$ cat src/rtl/mem_access.sv
// mem_access: data-memory access unit for the Y86 memory stage.
//
// Decodes the execute/memory register fields. For a memory op it moves one
// 32-bit little-endian word over a byte-serial bus, one beat per byte. Until
// the access completes it holds the upstream pipeline with `stall`.
//
// Ports
//   clk         pipeline clock, rising edge
//   rst         asynchronous, active-low reset
//   in_icode    icode from the execute/memory register
//   in_valA     valA from the execute/memory register
//   in_valE     valE from the execute/memory register
//   in_valP     valP from the execute/memory register
//   stall       hold the execute/memory register and all upstream stages
//   valM        read word; valid with m_done and held until the next m_done
//   m_done      one-cycle pulse, the access finished this cycle
//   dmem_error  base address out of range; valid with m_done
//   bus_req     byte transfer request
//   bus_we      1 = write, 0 = read; valid with bus_req
//   bus_addr    byte address
//   bus_wdata   write byte
//   bus_rdata   read byte; valid with bus_ack
//   bus_ack     transfer complete this cycle
//   dbg_state   current FSM state (0 idle, 1 access, 2 done)
//
// Bus handshake: while bus_req is 1, bus_we, bus_addr and bus_wdata are held
// stable. A beat completes in the first cycle where bus_req and bus_ack are
// both 1. When bus_req is 0, bus_ack is ignored.
module mem_access #(
   parameter int MEM_SIZE = 1024
) (
   input  logic        clk,
   input  logic        rst,
   input  logic [7:0]  in_icode,
   input  logic [31:0] in_valA,
   input  logic [31:0] in_valE,
   input  logic [31:0] in_valP,
   output logic        stall,
   output logic [31:0] valM,
   output logic        m_done,
   output logic        dmem_error,
   output logic        bus_req,
   output logic        bus_we,
   output logic [31:0] bus_addr,
   output logic [7:0]  bus_wdata,
   input  logic [7:0]  bus_rdata,
   input  logic        bus_ack,
   output logic [1:0]  dbg_state
);

   localparam logic [31:0] MAX_BASE = 32'(MEM_SIZE - 4);

   localparam logic [7:0] IC_RMMOVL = 8'h04;
   localparam logic [7:0] IC_MRMOVL = 8'h05;
   localparam logic [7:0] IC_CALL   = 8'h08;
   localparam logic [7:0] IC_RET    = 8'h09;
   localparam logic [7:0] IC_PUSHL  = 8'h0A;
   localparam logic [7:0] IC_POPL   = 8'h0B;

   typedef enum logic [1:0] {
      S_IDLE   = 2'd0,
      S_ACCESS = 2'd1,
      S_DONE   = 2'd2
   } state_t;

   state_t      state_q, state_d;
   logic [1:0]  beat_q;
   logic [7:0]  icode_q;
   logic [31:0] vala_q, vale_q, valp_q;
   logic        err_q;
   logic [23:0] rbuf_q;
   logic [31:0] valm_q;

   function automatic logic is_write(input logic [7:0] ic);
      return (ic == IC_RMMOVL) || (ic == IC_CALL) || (ic == IC_PUSHL);
   endfunction

   function automatic logic is_read(input logic [7:0] ic);
      return (ic == IC_MRMOVL) || (ic == IC_RET) || (ic == IC_POPL);
   endfunction

   // ret/popl address the stack through valA; all others use valE.
   function automatic logic [31:0] base_of(input logic [7:0] ic,
                                           input logic [31:0] a,
                                           input logic [31:0] e);
      return ((ic == IC_RET) || (ic == IC_POPL)) ? a : e;
   endfunction

   // Decode of the live inputs, used only in IDLE.
   logic        in_mem;
   logic [31:0] in_base;
   logic        in_err;

   assign in_mem  = is_write(in_icode) || is_read(in_icode);
   assign in_base = base_of(in_icode, in_valA, in_valE);
   // Unsigned compare: a base near 2^32 is out of range, with no wrap-around.
   assign in_err  = (in_base > MAX_BASE);

   // Decode of the captured operation, used during ACCESS.
   logic        cap_we;
   logic [31:0] cap_base;
   logic [31:0] cap_word;

   assign cap_we   = is_write(icode_q);
   assign cap_base = base_of(icode_q, vala_q, vale_q);
   assign cap_word = (icode_q == IC_CALL) ? valp_q : vala_q;

   assign valM      = valm_q;
   assign dbg_state = state_q;

   // Next state and outputs. Bus outputs are decoded from the state so that
   // an asynchronous reset drops bus_req at once.
   always_comb begin
      state_d    = state_q;
      stall      = 1'b0;
      bus_req    = 1'b0;
      bus_we     = 1'b0;
      bus_addr   = 32'd0;
      bus_wdata  = 8'd0;
      m_done     = 1'b0;
      dmem_error = 1'b0;
      case (state_q)
         S_IDLE: begin
            if (in_mem) begin
               stall   = 1'b1;
               state_d = in_err ? S_DONE : S_ACCESS;
            end
         end
         S_ACCESS: begin
            stall     = 1'b1;
            bus_req   = 1'b1;
            bus_we    = cap_we;
            bus_addr  = cap_base + {30'd0, beat_q};
            bus_wdata = cap_we ? cap_word[{beat_q, 3'b000} +: 8] : 8'd0;
            if (bus_ack && (beat_q == 2'd3)) begin
               state_d = S_DONE;
            end
         end
         S_DONE: begin
            m_done     = 1'b1;
            dmem_error = err_q;
            state_d    = S_IDLE;
         end
         default: state_d = S_IDLE;
      endcase
   end

   always_ff @(posedge clk or negedge rst) begin
      if (!rst) begin
         state_q <= S_IDLE;
         beat_q  <= 2'd0;
         icode_q <= 8'd0;
         vala_q  <= 32'd0;
         vale_q  <= 32'd0;
         valp_q  <= 32'd0;
         err_q   <= 1'b0;
         rbuf_q  <= 24'd0;
         valm_q  <= 32'd0;
      end else begin
         state_q <= state_d;
         case (state_q)
            S_IDLE: begin
               if (in_mem) begin
                  icode_q <= in_icode;
                  vala_q  <= in_valA;
                  vale_q  <= in_valE;
                  valp_q  <= in_valP;
                  err_q   <= in_err;
                  beat_q  <= 2'd0;
                  // An errored access goes straight to DONE with valM 0.
                  if (in_err) begin
                     valm_q <= 32'd0;
                  end
               end
            end
            S_ACCESS: begin
               if (bus_ack) begin
                  beat_q <= beat_q + 2'd1;
                  if (!cap_we) begin
                     case (beat_q)
                        2'd0:    rbuf_q[7:0]   <= bus_rdata;
                        2'd1:    rbuf_q[15:8]  <= bus_rdata;
                        2'd2:    rbuf_q[23:16] <= bus_rdata;
                        default: ;
                     endcase
                  end
                  // Last beat: publish the word so valM is valid in DONE.
                  if (beat_q == 2'd3) begin
                     valm_q <= cap_we ? 32'd0 : {bus_rdata, rbuf_q};
                  end
               end
            end
            default: ;
         endcase
      end
   end

endmodule

$ cat config.mk
export PLATFORM = sky130hd
export DESIGN_NAME = mem_access
export DESIGN_NICKNAME = d
export VERILOG_FILES = /design/src/rtl/mem_access.sv
export SDC_FILE = /design/constraint.sdc
export NUM_CORES = 1
export LEC_CHECK = 0
export ABC_AREA = 1
export CAP_MARGIN = 20
export CORE_MARGIN = 1
export CORE_UTILIZATION = 52
export DETAILED_ROUTE_END_ITERATION = 10
export PLACE_DENSITY = 0.84
export SYNTH_ARGS = -nofsm -noshare
export SYNTH_HDL_FRONTEND = slang
export SYNTH_SLANG_ARGS = --single-unit
$ cat constraint.sdc
create_clock -name clk -period 3.3 [get_ports clk]
set_input_delay 0.495 -clock clk [delete_from_list [all_inputs] [get_ports clk]]
set_output_delay 0.495 -clock clk [all_outputs]
set_load 0.02 [all_outputs]
# After elaboration in Yosys (flattened, before gate mapping)
# Cells that the tools add are included.
# word_totals
latch_bits	0
input_bits	115
mem_bits_rw	0
romBits	0
memories	0
register_bits	165
out_inout_bits	79
# op_classes
bitwise	1
mux	25
n_reduce_logical	20
n_lt_le_gt_ge	1
addsub	2
eq_ne	21
shift	1
div	0
n_mul	0
# ops
cell	n
2-to-1 mux 32 bit	9
equality test 8 x 4 -> 1 bit (second input constant)	8
one-hot mux 32 bit (2 select lines)	1
adder 32 x 2 -> 32 bit	1
> comparator 32 x 10 -> 1 bit (second input constant)	1
variable part select 32 x 6 -> 8 bit	1
equality test 8 x 3 -> 1 bit (second input constant)	3
2-to-1 mux 8 bit	2
AND reduction 4 bit	3
2-to-1 mux 2 bit	5
inequality test 2 bit (second input constant)	5
logical OR 1 bit	9
one-hot mux 2 bit (2 select lines)	2
equality test 2 bit (second input constant)	3
2-to-1 mux 1 bit	5
AND reduction 5 bit	1
equality test 2 x 1 -> 1 bit (second input constant)	2
zero test 2 bit	2
AND reduction 2 bit	2
AND reduction 3 bit	1
adder 2 x 1 -> 2 bit (second input constant)	1
one-hot mux 1 bit (2 select lines)	1
nonzero test 2 bit	1
logical AND 1 bit	1
NOT 1 bit	1

# Logic depth before layout (Yosys ltp)
# logic_depth
word_depth	7
ltp_mapped	20
depth_no_buf	18

# Worst setup path after synthesis
# OpenSTA, ideal clock, no wires.
# synth_timing
path_kind	flip-flop to output port
start	register icode_q[2]
end	output bus_addr[16]
setup_slack_ns	0.003
arrival_ns	2.802
t_required_ns	2.805
stages_incl_launch_ff	20
path_buffers	2
cell_sequence	dfrtp_1 > inv_1 > nand3_4 > nor2_8 > buf_6 > buf_6 > inv_1 > o21ai_0 > ha_1 > inv_1 > fa_1 > inv_1 > nand2_1 > nor2_1 > inv_2 > nor2_4 > nand3_2 > nand2_1 > nand2_1 > nor2_1
# synth_via
elab_chain_len	5
# synth_rtl
item	line_no	source
start: declaration	68	logic [7:0] icode_q;
start signal: assignment	164	icode_q <= in_icode;
equality test 8 x 4 -> 1 bit	86	return ((ic == IC_RET) || (ic == IC_POPL)) ? a : e;
logical OR 1 bit (*)	86	
2-to-1 mux 32 bit (*)	86	
adder 32 x 2 -> 32 bit (*)	133	bus_addr = cap_base + {30'd0, beat_q};
2-to-1 mux 32 bit (*)	122	case (state_q)
end: declaration	44	output logic [31:0] bus_addr,
# Mark *: on every way between the ends. The rest lies on a longest branch, timed or not.

# Worst setup path after layout
# layout_timing
start	register icode_q[6]
end	output bus_addr[16]
# Same word-level chain as after synthesis.

==> summary.txt <==
Logic synthesis
  • Adder-Cell Fraction of Synth Area: 1.06%
  • Mean post-synth cell area: just over 7 µm²
  • XOR/XNOR Fraction of Synth Area: less than 1%
  • Yosys warns: 0
  • Syn Inst Count: 1,251
  • Fraction of the mapped netlist area in simple logic gates: about 32%
  • Synth area leader: dfrtp_1
  • Synth Register Bits: 165
  • Total nets after synthesis: between 1,000 and 1,500
  • Synth Area in Compound Gates: 12.6%
  • Area contributors post-synth: dfrtp_1 (46%), nand2_1 (19%), o21ai_0 (8.4%), inv_1 (4.3%), nor2_1 (4.2%)
  • Top-area cell type share of the netlist area: a little under half
  • Largest family of logic cells by synthesized area: simple AND/OR/NAND/NOR gates
  • Post-Syn Area: around 9000 µm²
  • Post-synthesis mux area share: 0%
  • Post-synthesis sequential area ratio: a little under half
  • Synth unique cells: 36

Timing
  • Crit share post-route: 105%
  • Final Skew: ~8.5 ps
  • Setup-failing EPs final: 31
  • Max-Slew Margin vs Limit: about two fifths
  • Slew Viols, Final: 0
  • Fin Setup TNS: -2170 ps
  • Final worst slack: -159 ps
  • Worst-margin pin slew: slightly below 900 ps
  • Hold Fails Final Rpt: 0
  • Fmax: between 200 and 300 MHz
  • Minimum clock period: roughly 3500 ps
  • RSZ-0062 raised after global routing: true

Floorplan
  • Die area: around 18,000 µm²
  • Die H: between 100 and 150 µm
  • # rows: 47
  • Initial Util: 53.8%
  • CORE AREA: approximately 17,000 µm²
  • Num ports: 194
  • Die width: roughly 130 µm

Cells and area
  • Area growth from synthesis to layout: 35.2%
  • Ratio of cells with drive above 1 in the final layout: between 10% and 20%
  • Multi-input logic area: around 4400 µm²
  • Post-route cell area: between 10,000 and 15,000 µm²
  • N_diodes: 0
  • Filler cell count: ~1,300
  • Nets: between 1,500 and 2,000
  • Storage element area: roughly 4100 µm²

Worst setup path
  • Crit path cell chain: nor2_2 > nand2_2 > nor2_8 > inv_2 > o21ai_2 > ha_2 > inv_2 > fa_2 > inv_2 > nand2_2 > nor2_4 > inv_4 > nor2_4 > nand3_2 > buf_4 > nor2_4 > nor2_2 > buf_6
  • Critical Path AT: between 2000 and 3000 ps
  • Cell family with most CP delay: simple AND/OR/NAND/NOR gates
  • Largest stage delay, worst path: approximately 400 ps
  • CP Capture Type: output port
  • Slowest cell on crit path: dfrtp_1
  • Worst path required time: 2800 ps
  • CP Max Fanout: 5
  • Worst setup SP type: flop
  • Critical path type: reg -> out
  • Bufs and invs on worst path: 6

Clock tree
  • Skew-Pair Late Insertion Delay: ~430 ps
  • CTS tree: yes
  • # clock sinks: 165
  • Hold-fix buffers, CTS: 0
  • TritonCTS Buffers: 17
  • H-tree Lvls: 4
  • Root buffer cell: clkbuf_16
  • Maximum clock path buffer count: 2
  • Clock transition at the registers of the reported paths: around 70 ps

Drt
  • First drt pass iteration count: 5
  • Drc violations: 0
  • Iter 0 DRT Violations: between 1,000 and 1,500
  • Antenna-violating nets left: 0
  • DR WL/cell: roughly 16 µm
  • Total number of vias: between 9,000 and 10,000
  • Vias per inst: approximately 5.4
  • Routed WL: 27,500 µm

Placement
  • Area after DPL: approximately 11,000 µm²
  • HPWL after detailed placement: 20,000 µm
  • PortBufs: ~190
  • Routability congestion estimate: roughly 0.92

GRT
  • Largest net degree at the start of global routing: 101
  • First-pass GRT wire length: around 44,000 µm
  • Global route overflow: 0
  • Vias in the first global route: roughly 8,600
  • Initial antenna violation count: 0
  • GRT Total Usage: about a third

Pwr
  • Leak: 5.78 nW
  • Worst VDD drop: approximately 0.46 mV
  • Power per Cell Area: between 600 and 700 nW/µm²

Status
  • Status: finished with violations
  • Failing checks: negative setup slack

Run
  • Max-Cap Viols: 0

Min path
  • Worst hold path type: in -> async
## sequential cells by signal, indices dropped and copies added (netlist names)
register / count
rbuf_q: 24
err_q: 1
beat_q: 2
valM: 32
dbg_state: 2
icode_q: 8
valp_q: 32
vala_q: 32
vale_q: 32
## what timing repair did
action | CTS | global route
buffers inserted | 7 | 10
resized for setup | 192 | 73
endpoints found under the setup margin | 39 | 40
pin swaps | 15 | 38
gates cloned | 0 | 1
## worst reg2reg max path, delay by kind of cell (launching register included)
family	cells	cell delay [ps]
flops	1	380
buf+inv	4	840
compound gates	2	500
simple gates	4	660
## layout make-up
type	instances	area share [%]
multi-input combinational	914	36.4
sequential	165	33.9
inverter	110	3.44
tap	220	2.26
clock inverter	14	1.18
timing repair buffer	246	19.3
clock buffer	18	3.60
## placed cells by master, fill, tap and decap left out, types with 4 or more instances in the layout
master	instances
clkdlybuf4s50_1	152
nor2_1	88
nand3_1	24
buf_6	11
buf_4	67
nor2_4	17
nand3_2	8
clkdlybuf4s15_2	6
nand2_4	4
nand2_1	450
a21oi_1	33
o21bai_1	8
nor2_2	16
o21ai_1	8
inv_1	98
dfrtp_1	165
nand4_1	42
a31oi_1	8
inv_2	8
clkinv_4	4
ha_1	4
o21ai_0	144
a21oi_2	5
clkbuf_16	18
nor3_1	5
clkinvlp_4	5
nand2_2	25
## through the flow
step / hold WS [ps] / cells / util, % / power (W) / worst slack [ps]
2_1_floorplan: 199 / 1251 / - / 0.00461 / 3.18
3_5_place_dp: 453 / 1641 / 67.2 / 0.00574 / -311
6_report: 33.3 / 1687 / 72.7 / 0.00790 / -159
4_1_cts: 54.1 / 1680 / 71.1 / 0.00775 / -161
5_1_grt: 80.0 / 1687 / 72.7 / 0.00835 / -289
3_3_place_gp: 448 / 1641 / 67.2 / 0.00566 / -229
## kinds of logic after synthesis
| kind of cell | after synthesis |
|---|---|
| AOI/OAI and AO/OA | 216 |
| buffers and inverters | 172 |
| xor gates and xnor gates | 5 |
| DFF | 165 |
| and+or+nand+nor | 686 |
| adders and majority gates | 7 |
## synth_stat cells, drive strengths merged
cell and number:
a21o 1, a21oi 39, a31oi 8, and3 1, buf 15, clkbuf 47
clkinv 2, dfrtp 165, fa 1, ha 6, inv 108, nand2 479
nand3 34, nand4 42, nor2 122, nor3 5, nor4 2, o211ai 2
o21a 1, o21ai 155, o21bai 9, o31ai 1, or2 1, xnor2 5
## final timing paths
check | depth (start not counted) | endpoint | from | slack [ps]
worst max-delay path | 18 | bus_addr[16] | icode_q[6] | -160
worst min-delay path | 1 | valp_q[24] | rst | 30
worst max register to register | 10 | rbuf_q[2] | icode_q[6] | 810
worst min register to register | 2 | valp_q[30] | valp_q[30] | 470
max in group asynchronous | 2 | valM[14] | rst | 2450
min in group clk | 2 | valp_q[30] | valp_q[30] | 470
## layer usage
metal	vias up	global-route usage [%]	routed length [µm]
met4	0	10.4	673
met2	479	50.0	13000
met5	-	0	0
li1	4403	-	-
met1	4232	44.1	11600
met3	49	5.56	2260
## report_power, final
| part | internal (W) | total (W) | switching (W) |
|---|---|---|---|
| clock network | 0.00108 | 0.00195 | 0.000874 |
| logic | 0.00112 | 0.00287 | 0.00175 |
| registers | 0.00267 | 0.00308 | 0.000405 |
| total | 0.00487 | 0.00790 | 0.00303 |
No activity file was read; power rests on OpenSTA's default activity.
